[src/rtl/keypad_emulator_pkg.sv]
// Shared definitions for the keypad emulator.
//   - state_e   : press-sequence state encoding
//   - KEY_W     : key-index width (2 row bits + 2 column bits)
//   - LFSR_*    : chatter generator width, reset seed and tap mask
//   - lfsr_step : one Fibonacci step, x^8 + x^6 + x^5 + x^4 + 1
package keypad_emulator_pkg;

    localparam int         KEY_W     = 4;
    localparam int         LFSR_W    = 8;
    localparam logic [7:0] LFSR_SEED = 8'hA5;
    // Taps at stages 8, 6, 5, 4 -> state bits 7, 5, 4, 3.
    localparam logic [7:0] LFSR_TAPS = 8'hB8;

    typedef enum logic [1:0] {
        ST_IDLE           = 2'd0,
        ST_PRESS_BOUNCE   = 2'd1,
        ST_HOLD           = 2'd2,
        ST_RELEASE_BOUNCE = 2'd3
    } state_e;

    // Shift left and insert the XOR of the tapped bits at bit 0.
    function automatic logic [LFSR_W-1:0] lfsr_step(input logic [LFSR_W-1:0] cur);
        return {cur[LFSR_W-2:0], ^(cur & LFSR_TAPS)};
    endfunction

endpackage

[src/rtl/keypad_emulator_bounce_lfsr.sv]
// bounce_lfsr: 8-bit Fibonacci LFSR that supplies contact-chatter bits.
//   clk     : system clock
//   rst_n   : asynchronous active-low reset, loads LFSR_SEED
//   en      : advance one step on this clock edge
//   state_o : current LFSR state
// A maximal-length polynomial started from a non-zero seed never reaches
// the all-zero lock-up state.
module bounce_lfsr
    import keypad_emulator_pkg::*;
(
    input  logic              clk,
    input  logic              rst_n,
    input  logic              en,
    output logic [LFSR_W-1:0] state_o
);

    logic [LFSR_W-1:0] lfsr_q;
    logic [LFSR_W-1:0] lfsr_d;

    always_comb begin
        lfsr_d = lfsr_q;
        if (en) begin
            lfsr_d = lfsr_step(lfsr_q);
        end
    end

    always_ff @(posedge clk or negedge rst_n) begin
        if (!rst_n) begin
            lfsr_q <= LFSR_SEED;
        end else begin
            lfsr_q <= lfsr_d;
        end
    end

    assign state_o = lfsr_q;

endmodule

[src/rtl/keypad_emulator.sv]
// keypad_emulator: emulates one key of a 4x4 matrix keypad, including
// contact chatter, for exercising a keypad scanner.
//   clk       : system clock, all state on the rising edge
//   RSTn      : asynchronous active-low reset
//   row       : scan row drive from the scanner, active-low
//   col       : column return to the scanner, active-low, 4'hF when open
//   cmd_valid : press command valid
//   cmd_ready : command accepted (only in IDLE)
//   cmd_key   : key index, row = [3:2], column = [1:0]
//   cmd_hold  : stable-closed time in ticks (0 behaves as 1)
//   busy      : press sequence in progress
//   done      : one-cycle pulse on the last cycle of a sequence
module keypad_emulator
    import keypad_emulator_pkg::*;
#(
    parameter int TICK_DIV     = 50000,
    parameter int BOUNCE_TICKS = 5
) (
    input  logic             clk,
    input  logic             RSTn,
    input  logic [3:0]       row,
    output logic [3:0]       col,
    input  logic             cmd_valid,
    output logic             cmd_ready,
    input  logic [KEY_W-1:0] cmd_key,
    input  logic [15:0]      cmd_hold,
    output logic             busy,
    output logic             done
);

    localparam int CNT_W = $clog2(TICK_DIV);

    state_e             state_q, state_d;
    logic [CNT_W-1:0]   cnt_q, cnt_d;       // prescaler
    logic [15:0]        tcnt_q, tcnt_d;     // ticks spent in current state
    logic               contact_q, contact_d;
    logic [KEY_W-1:0]   key_q, key_d;
    logic [15:0]        hold_q, hold_d;

    logic [LFSR_W-1:0]  lfsr_state;
    logic               lfsr_en;
    logic               bounce_bit;
    logic               accept;
    logic               tick;
    logic [15:0]        hold_eff;
    logic               bounce_last;
    logic               hold_last;

    bounce_lfsr u_lfsr (
        .clk     (clk),
        .rst_n   (RSTn),
        .en      (lfsr_en),
        .state_o (lfsr_state)
    );

    // Chatter bit; forced open if the generator were ever locked at zero.
    assign bounce_bit  = lfsr_state[0] && (lfsr_state != '0);
    assign accept      = cmd_valid && cmd_ready;
    assign tick        = (cnt_q == CNT_W'(TICK_DIV - 1));
    assign hold_eff    = (hold_q == 16'd0) ? 16'd1 : hold_q;
    assign bounce_last = tick && (tcnt_q == 16'(BOUNCE_TICKS - 1));
    assign hold_last   = tick && (tcnt_q == hold_eff - 16'd1);

    // State register
    always_ff @(posedge clk or negedge RSTn) begin
        if (!RSTn) begin
            state_q   <= ST_IDLE;
            cnt_q     <= '0;
            tcnt_q    <= '0;
            contact_q <= 1'b0;
            key_q     <= '0;
            hold_q    <= '0;
        end else begin
            state_q   <= state_d;
            cnt_q     <= cnt_d;
            tcnt_q    <= tcnt_d;
            contact_q <= contact_d;
            key_q     <= key_d;
            hold_q    <= hold_d;
        end
    end

    // Next-state logic
    always_comb begin
        state_d   = state_q;
        cnt_d     = tick ? '0 : cnt_q + 1'b1;
        tcnt_d    = tick ? tcnt_q + 16'd1 : tcnt_q;
        contact_d = contact_q;
        key_d     = key_q;
        hold_d    = hold_q;
        unique case (state_q)
            ST_IDLE: begin
                tcnt_d = '0;
                if (accept) begin
                    key_d  = cmd_key;
                    hold_d = cmd_hold;
                    cnt_d  = '0;     // tick phase starts from the accept
                    if (BOUNCE_TICKS == 0) begin
                        state_d   = ST_HOLD;
                        contact_d = 1'b1;
                    end else begin
                        state_d   = ST_PRESS_BOUNCE;
                        contact_d = 1'b0;
                    end
                end
            end
            ST_PRESS_BOUNCE: begin
                if (tick) begin
                    contact_d = bounce_bit;
                    if (bounce_last) begin
                        state_d   = ST_HOLD;
                        contact_d = 1'b1;
                        tcnt_d    = '0;
                    end
                end
            end
            ST_HOLD: begin
                if (hold_last) begin
                    tcnt_d = '0;
                    if (BOUNCE_TICKS == 0) begin
                        state_d   = ST_IDLE;
                        contact_d = 1'b0;
                    end else begin
                        state_d = ST_RELEASE_BOUNCE;
                    end
                end
            end
            ST_RELEASE_BOUNCE: begin
                if (tick) begin
                    contact_d = bounce_bit;
                    if (bounce_last) begin
                        state_d   = ST_IDLE;
                        contact_d = 1'b0;
                        tcnt_d    = '0;
                    end
                end
            end
            default: begin
                state_d = ST_IDLE;
            end
        endcase
    end

    // Outputs. done is raised on the final busy cycle so it never
    // coincides with cmd_ready.
    always_comb begin
        cmd_ready = (state_q == ST_IDLE);
        busy      = (state_q != ST_IDLE);
        lfsr_en   = tick && ((state_q == ST_PRESS_BOUNCE) ||
                             (state_q == ST_RELEASE_BOUNCE));
        done      = ((state_q == ST_RELEASE_BOUNCE) && bounce_last) ||
                    ((state_q == ST_HOLD) && hold_last && (BOUNCE_TICKS == 0));
    end

    // Switch model: row-to-col path is purely combinational.
    for (genvar gi = 0; gi < 4; gi++) begin : g_col
        assign col[gi] = !(contact_q && (key_q[1:0] == 2'(gi)) && !row[key_q[3:2]]);
    end

endmodule

[config.mk]
export PLATFORM = sky130hd
export DESIGN_NAME = keypad_emulator
export DESIGN_NICKNAME = d
export VERILOG_FILES = /design/src/rtl/keypad_emulator_pkg.sv /design/src/rtl/keypad_emulator_bounce_lfsr.sv /design/src/rtl/keypad_emulator.sv
export SDC_FILE = /design/constraint.sdc
export NUM_CORES = 1
export LEC_CHECK = 0
export ABC_AREA = 1
export CAP_MARGIN = 20
export CORE_MARGIN = 10
export CORE_UTILIZATION = 40
export CTS_CLUSTER_DIAMETER = 100
export CTS_CLUSTER_SIZE = 14
export DETAILED_ROUTE_END_ITERATION = 10
export PLACE_DENSITY_LB_ADDON = 0.12
export SLEW_MARGIN = 20
export SYNTH_ARGS = -nofsm -noshare
export SYNTH_HDL_FRONTEND = slang
export SYNTH_SLANG_ARGS = --single-unit
[constraint.sdc]
create_clock -name clk -period 2.8 [get_ports clk]
set_input_delay 0.56 -clock clk [delete_from_list [all_inputs] [get_ports clk]]
set_output_delay 0.56 -clock clk [all_outputs]
set_load 0.03 [all_outputs]
* Word level (Yosys, flattened, before mapping)
Cells that the tools add are included.
** Word-level totals
- Bits in registers :: 63
- Input port bits :: 27
- Output and inout port bits :: 7
- Word-level logic and storage cells :: 81
** Cells by class
- $add $sub $neg :: 3
- Order comparisons :: 1
- Eq/ne operators :: 15
- Muxes and demuxes :: 24
- Reductions and logical operators :: 31
** Operator list (count)
- 16-bit two-way mux :: 8
- 16-bit one-hot mux with 3 select lines :: 1
- 16-bit by 1-bit adder with 16-bit output, second input constant :: 2
- 16-bit equality test :: 1
- 16-bit equality test, second input constant :: 1
- 16-bit by 3-bit equality test with 1-bit output, second input constant :: 1
- 16-bit zero test :: 1
- 16-bit by 1-bit subtractor with 16-bit output, second input constant :: 1
- 1-bit logical AND :: 14
- 2-bit two-way mux :: 6
- 2-bit inequality test, second input constant :: 5
- 2-bit equality test, second input constant :: 4
- 2-bit one-hot mux with 4 select lines :: 1
- 8-bit nonzero test :: 1
- 8-bit parity :: 1
- 1-bit two-way mux :: 6
- 6-bit AND reduction :: 1
- 1-bit zero test :: 5
- 2-bit by 1-bit equality test with 1-bit output, second input constant :: 2
- 2-bit zero test :: 2
- 4-bit AND reduction :: 1
- 2-bit by 3-bit < comparator with 1-bit output, second input constant :: 1
- 1-bit one-hot mux with 3 select lines :: 1
- 3-bit nonzero test :: 1
- other kinds (6) :: 6

* Longest topological paths before layout
Gate-level depths: netlist of run 1.
- Depth after elaboration :: 7
- Mapped depth :: 23
- Mapped depth without buffers :: 22

* Modules after synthesis
From an unflattened synthesis of run 1, not the netlist that was laid out.
** Second synthesis, totals
- Cell total of the unflattened synthesis :: 516
- Area, all modules :: 3798.6 µm²
** Modules (own cells, without submodules)
- keypad_emulator :: times used 1, cells an instance 470, area an instance 3428.3 µm², sequential area each 1376.3 µm²
- bounce_lfsr :: times used 1, cells an instance 46, area an instance 370.4 µm², sequential area each 205.2 µm²

* Worst setup path before layout of run 1
Ideal clock, no wire load.
- Kind :: register -> register
- From :: register hold_q[4]
- To :: register tcnt_q[1]
- Data arrival time :: 2.448 ns
- Data required time :: 2.678 ns
- Path slack :: 0.230 ns
- Cell stages (with the launch flop) :: 21
- Buffers on the path :: 1
- Cells stage by stage :: dfrtp_1 nor2_2 nand2_4 nor2_8 nand2_4 nand2_1 inv_1 ha_1 nand2_2 inv_1 nand2_1 xor2_1 xor2_1 nand2_1 nor2_2 nand3_2 nand2_4 nand2_2 nand2_2 buf_6 nor2_2
** Between the ends
- Cells in the longest elaborated chain, start to end :: 7
** RTL lines
- start, declared :: line keypad_emulator.sv:38 : logic [15:0] hold_q, hold_d;
- start signal, assigned :: line keypad_emulator.sv:79 : hold_q <= hold_d;
- 16-bit zero test :: line keypad_emulator.sv:60 : assign hold_eff = (hold_q == 16'd0) ? 16'd1 : hold_q;
- 16-bit two-way mux * :: line keypad_emulator.sv:60
- 16-bit by 1-bit subtractor with 16-bit output * :: line keypad_emulator.sv:62 : assign hold_last = tick && (tcnt_q == hold_eff - 16'd1);
- 16-bit equality test * :: line keypad_emulator.sv:62
- 1-bit logical AND * :: line keypad_emulator.sv:62
- 16-bit two-way mux * :: line keypad_emulator.sv:118 : if (hold_last) begin
- 16-bit one-hot mux with 3 select lines * :: line keypad_emulator.sv:91 : unique case (state_q)
- named net tcnt_d[1] :: line keypad_emulator.sv:35 : logic [15:0] tcnt_q, tcnt_d;
- end signal, assigned :: line keypad_emulator.sv:76 : tcnt_q <= tcnt_d;
- end, declared :: line keypad_emulator.sv:35
Mark *: on every way through the listed nets, which the timed path passes. The rest lies on a longest branch.
A chain may end at the register's enable or synchronous reset.

* Worst setup path after layout of run 1
- From :: register tcnt_q[0]
- To :: output port done
** Between the ends
- Cells in the longest elaborated chain, start to end :: 3
** RTL lines
- 16-bit by 3-bit equality test with 1-bit output :: line keypad_emulator.sv:61 : assign bounce_last = tick && (tcnt_q == 16'(BOUNCE_TICKS - 1));
- 1-bit logical AND :: line keypad_emulator.sv:61
- 1-bit logical AND :: line keypad_emulator.sv:151 : done = ((state_q == ST_RELEASE_BOUNCE) && bounce_last) ||
- end, declared :: line keypad_emulator.sv:28 : output logic done
No other way between the ends.

==> impl_results.md, run 1 <==
- Starting density of the core: 41.31%
- Vias per std cell: 4.750
- Synth Warn #: 0
- Fmax: 373.9 MHz
- HPWL Detailed: 6700 um
- Via Count: 3301
- Grt total ovfl: 0
- Worst-Skew Late Latency: 0.35 ns
- TritonCTS clock tree: yes
- DRT Wirelength: 9154 um
- Setup_tns: 0 ns
- Port bufs: 33
- CP top delay family: simple AND/OR/NAND/NOR gates
- Pin count of the biggest net entering global routing: 64
- CP max-delay cell: dfrtp_1
- Final hold slack: 0.3685 ns
- Startpoint Class: flip-flop
- Synth Flop Type: dfrtp_1
- Slew headroom: 45.80%
- N_diodes: 0
- Nets@finish: 598
- Initial antenna violation count: 0
- Hold/Removal Path Class: in -> async
- Finished Layout Cells: 695
- Vias in the first global route: 3320
- Die ar.: 13900 um2
- Per-cell routed wire length: 13.17 um
- CTS H-Tree Depth: 3
- Slew Limit Fails: 0
- Hold Vio Cnt, Final: 0
- GRT Util Overall: 13.71%
- Status: finished, final reports clean
- Root buf cell: clkbuf_8
- Die width: 117.9 um
- DP Worst Slack: 0.05582 ns
- # setup viols final: 0
- CP endpoint kind: primary output
- Final core utilization: 50.43%
- CORE AREA: 9284 um2
- Number of fill cells in the layout: 902
- Pre-antenna DRT Iters: 4
- Fraction of layout cells with a size suffix above 1: 17.31%
- Slowest cell delay on critical path: 0.44 ns
- Cts hold-fix bufs: 0
- DRC: 0
- Maximum Capacitance Violations: 0
- Period utilization: 95.52%
- Worst-Margin Slew: 0.8130 ns
- Crit path kind: reg -> out
- Post-Syn Nets: 539
- Reg2reg setup slack: 0.22 ns
- Cells after synthesis: 502
- Tmin final: 2.674 ns
- Fin worst setup slack: 0.1255 ns
- Largest area contributor in the netlist: dfrtp_1
- Worst setup startpoint: tcnt_q[0]
- Worst-path clk slew: 0.08 ns
- Yosys reg bits: 63
- P per Cell Area: 803.2 nW/um2
- Clk sinks: 63
- Leakage: 0.002190 uW
- Cell with the most instances after synthesis: nand2_1
- Drt initial violations: 132
- CP bufs+invs: 2
- Post-route ant nets: 0
- Mapped Avg Cell Area: 7.639 um2
- First-pass GRT wire length: 16010 um
- Reg2reg start: hold_q[2]
- Post-synth EDFFs: 0
- CP cell instances: inv_1 > ha_1 > nand4_1 > nor4_1 > nand4_1 > nor2_1 > buf_4
- Max IR drop VDD: 276.2 uV
- Ys async rst share: 100.0%
- Register area share after synthesis: 41.24%
- Cts bufs inserted: 9
- Reg2Reg Depth: 21
- Placed instance count: 668
- Critical Path AT: 2.11 ns
- Crit Path Max Fanout: 5
- FP Rows: 35
- Synthesized area: 3835 um2
- Synth cell types: 40
- RePlAce Congestion: 0.8519
- CP most frequent cell: nand4_1
- Synth top area cells: dfrtp_1, nand2_1, inv_1
- Die Span Y: 117.9 um
- Top-area cell type share of the netlist area: 38.50%
- Area growth from synthesis to layout: 22.09%
- Worst Path Required: 2.24 ns
- R2r endpoint: state_q[0]
- Clock Skew: 0.01450 ns
- Clock buffer depth: 2
- Count of boundary I/O pins: 34
- Most instantiated cells after synthesis: nand2_1, inv_1, dfrtp_1, nor2_1, o21ai_0
-- cells by family after synthesis --
logic type	count (synthesis)	synth area share, %
AND/OR/NAND/NOR	279	34.49
buffers and inverters	70	7.047
flip-flops	63	41.24
AO/OA/AOI/OAI	51	7.276
XOR/XNOR	28	6.395
adder cells (fa/ha/maj)	10	3.263
multiplexers	1	0.2936
-- registers in the layout, summed over array words and instances (netlist names) --
signal and flops:
hold_q 16, cnt_q 16, u_lfsr.state_o 8, contact_q 1, key_q 4, tcnt_q 16, state_q 2
-- area by class of cell --
class	count	area, um2	share of cell area (%)
Clock buffer	12	135.1	2.886
Inverter	62	232.7	4.971
Multi-Input combinational cell	369	2032	43.40
Clock inverter	4	47.55	1.015
Timing Repair Buffer	56	489.2	10.45
Tap cell	129	161.4	3.447
Sequential cell	63	1584	33.83
-- layer usage --
metal,vias to the layer above,global-route usage (%),wire [um]
met2,38,22.38,4403
met1,1530,17.62,4343
met4,0,4.405,142
met5,-,0,0
li1,1721,-,-
met3,12,2.830,265
-- worst max path at each step --
stage                      end  slack (ns)  cells after the start
floorplan            tcnt_q[1]        0.23                     20
global placement    tcnt_q[10]        0.12                     19
detailed placement  tcnt_q[10]        0.06                     19
CTS                 tcnt_q[10]        0.03                     19
global route        state_q[0]       -0.01                     21
finish                    done        0.13                      7
-- per-stage QoR --
step / power, uW / area, um2
after global placement: 2829 / 4362
after global routing: 4069 / 4682
final: 3761 / 4682
after detailed placement: 2847 / 4362
after CTS: 3636 / 4544
after floorplan: 2407 / 3835
-- cells in the final DEF, fill, tap and decap left out, types with 3 or more instances in the layout --
cell type and count:
nand2_1 131, inv_1 59, dfrtp_1 57, nor2_1 45
clkdlybuf4s50_1 27, buf_4 27, o21ai_0 22, a21oi_1 19
nand3_1 18, xor2_1 18, nand4_1 16, nor3_1 15
nor2_2 15, xnor2_1 10, ha_1 9, clkbuf_8 9
nor2_4 6, nand2_2 5, nand2_4 5, nand3_2 5
or2_2 5, nor4_1 5, dfstp_2 4, clkbuf_1 3
-- power by group --
group          leakage, uW  total, uW  switching [uW]  internal, uW
clock network    0.0000904        783             373           410
registers         0.000822       1270             175          1100
logic              0.00128       1710            1020           685
total              0.00219       3760            1570          2190
-- timing repair --
action / CTS / global route
setup buffers: 0 / 11
gates resized for setup: 0 / 15
endpoints found under the setup margin: 0 / 19
(Power assumes the default switching activity.)
==> run 2: changes to the inputs <==
--- a/config.mk
+++ b/config.mk
@@ -8,5 +8,5 @@
 export ABC_AREA = 1
 export CAP_MARGIN = 20
-export CORE_MARGIN = 10
+export CORE_MARGIN = 2
 export CORE_UTILIZATION = 40
 export CTS_CLUSTER_DIAMETER = 100
==> constraint.sdc (replaced) <==
create_clock -name clk -period 2.8 [get_ports clk]
set_input_delay 0.28 -clock clk [delete_from_list [all_inputs] [get_ports clk]]
set_output_delay 0.28 -clock clk [all_outputs]
set_load 0.03 [all_outputs]
==> run 2 against run 1 <==
Net effect:
- hold slack better by 0.099 ns
- setup slack better by 0.099 ns
- power rose by 2.1%
- critical endpoint is now state_q[0]
- largest cell class unchanged
==> impl_results.md, run 2 (synthesized netlist as in run 1, its figures left out) <==
- Worst Path Required: 3.03 ns
- Maximum Capacitance Violations: 0
- Hold Vio Cnt, Final: 0
- Max IR drop VDD: 286.2 uV
- Number of fill cells in the layout: 928
- Fraction of layout cells with a size suffix above 1: 17.80%
- Clk sinks: 63
- Final hold slack: 0.4671 ns
- Tmin final: 2.576 ns
- # setup viols final: 0
- Area growth from synthesis to layout: 24.40%
- Crit path kind: reg -> reg
- Int Pwr: 2295 uW
- Grt total ovfl: 0
- Nets@finish: 605
- Leakage: 0.002244 uW
- Startpoint Class: flip-flop
- Switching Fraction: 40.19%
- Worst-Skew Late Latency: 0.34 ns
- Starting density of the core: 41.31%
- Placed instance count: 673
- Die Span Y: 101.9 um
- Top Registers: cnt_q (16), hold_q (16), tcnt_q (16)
- Count of boundary I/O pins: 34
- CP endpoint kind: flip-flop
- Slew headroom: 70.45%
- GRT Util Overall: 19.13%
- Crit Path Max Fanout: 8
- DRT Wirelength: 8991 um
- Tot Pwr: 3838 uW
- P per Cell Area: 804.4 nW/um2
- Status: finished, final reports clean
- Clk pwr share: 21.5%
- Worst-Margin Slew: 0.4392 ns
- Root buf cell: clkbuf_8
- Pre-antenna DRT Iters: 4
- Fmax: 388.3 MHz
- Drt initial violations: 122
- Flop pwr share: 32.8%
- Clock Skew: 0.007387 ns
- Vias per std cell: 4.839
- Commonest non-fill, non-tap cell in the layout: nand2_1
- M2 GR Usage: 31.73%
- Initial antenna violation count: 0
- Gr busiest metal: met2
- Most frequent cells in the layout: nand2_1, inv_1, dfrtp_1
- Met1 GRT Util: 24.84%
- CORE AREA: 9284 um2
- Psw: 1543 uW
- N_diodes: 0
- Port bufs: 33
- FP Rows: 35
- DRC: 0
- Die ar.: 10390 um2
- Finished Layout Cells: 702
- Per-cell routed wire length: 12.81 um
- First-pass GRT wire length: 15550 um
- TritonCTS clock tree: yes
- CTS H-Tree Depth: 3
- Pin count of the biggest net entering global routing: 64
- Hold/Removal Path Class: reg -> reg
- Period utilization: 91.99%
- Worst-path clk slew: 0.07 ns
- Critical Path AT: 2.81 ns
- Grt met3 use: 4.856%
- Vias in the first global route: 3354
- Logic gate share of total power: 45.7%
- Via Count: 3397
- RePlAce Congestion: 0.8934
- HPWL Detailed: 6497 um
- Die width: 101.9 um
- Post-route ant nets: 0
- Cts bufs inserted: 9
- Clock buffer depth: 2
- Slew Limit Fails: 0
[run 2: cell types whose count changed in the layout (fill, tap and decap cells not counted), sizes merged]
| cell | change |
|---|---|
| buf | +1 |
| clkbuf | +1 |
| clkdlybuf4s50 | +4 |
| clkinvlp | -1 |
| dlygate4sd2 | +1 |
| dlygate4sd3 | +1 |
[run 2: worst paths after layout]
check,cells after the start,end,startpoint,slack (ns)
setup / recovery,20,state_q[0],hold_q[5],0.22
hold / removal,2,u_lfsr.state_o[2],u_lfsr.state_o[2],0.47
setup reg to reg,20,state_q[0],hold_q[5],0.22
min in group asynchronous,3,hold_q[11],RSTn,0.49
max in group asynchronous,3,u_lfsr.state_o[0],RSTn,1.99
hold reg to reg,2,u_lfsr.state_o[2],u_lfsr.state_o[2],0.47
[run 2: final cells by class]
type,count,area (um2),share of cell area (%)
clock buffer,13,168.9,3.541
clock inverter,3,40.04,0.8392
inverter,62,232.7,4.878
multi-input combinational,369,2016,42.25
sequential,63,1584,33.20
tap,129,161.4,3.383
timing repair buffer,63,568.0,11.91
[run 2: metrics by stage]
step	TNS, ns	utilization [%]	area, um2	setup slack [ns]
2_1_floorplan	0	-	3835	0.2296
3_3_place_gp	0	47.65	4424	0.1037
3_5_place_dp	0	47.65	4424	0.04932
4_1_cts	0	50.00	4642	0.01495
5_1_grt	-0.02687	51.39	4771	-0.01527
6_report	0	51.39	4771	0.2244
[run 2: power by group through the flow]
stage | registers [uW] | clock network [uW] | logic [uW]
3_5_place_dp | 1270 | 0 | 1600
4_1_cts | 1260 | 858 | 1610
6_report | 1260 | 827 | 1750
5_1_grt | 1290 | 900 | 1980
2_1_floorplan | 1260 | 0 | 1140
3_3_place_gp | 1260 | 0 | 1590
[run 2: layer usage]
metal / routed length (um) / vias to the layer above / part of all wire (%)
met5: 0 / - / 0
met4: 147 / 0 / 1.6
met2: 4320 / 66 / 48
met3: 329 / 11 / 3.7
met1: 4194 / 1584 / 47
li1: - / 1736 / -
[run 2: critical path, stage by stage, from the launching register on]
cell and delay (ns):
dfrtp_2 0.43, nor2_4 0.14, nand2_4 0.09, nor2_8 0.14, nand2_4 0.05, nand2_1 0.08
inv_1 0.05, ha_2 0.19, nand2_2 0.11, inv_2 0.07, nand2_1 0.07, xor2_1 0.19
xor2_1 0.16, nand2_1 0.07, nor2_2 0.09, nand3_2 0.10, nand2_4 0.07, buf_6 0.12
nand3_2 0.08, nand2_1 0.08, nand2_1 0.05
[run 2: repair_timing]
item,in CTS,in global routing
gates resized for setup,1,13
endpoints found under the hold margin,59,0
endpoints found under the setup margin,1,18
hold buffers,1,0
pin swaps,0,8
cloned,0,0
setup buffers,0,12
==> run 3: changes to the inputs <==
- ABC_CLOCK_PERIOD_IN_PS: not set -> 2800
==> results of run 3 <==
No change in the layout: final DEF, timing and power equal those of run 2.
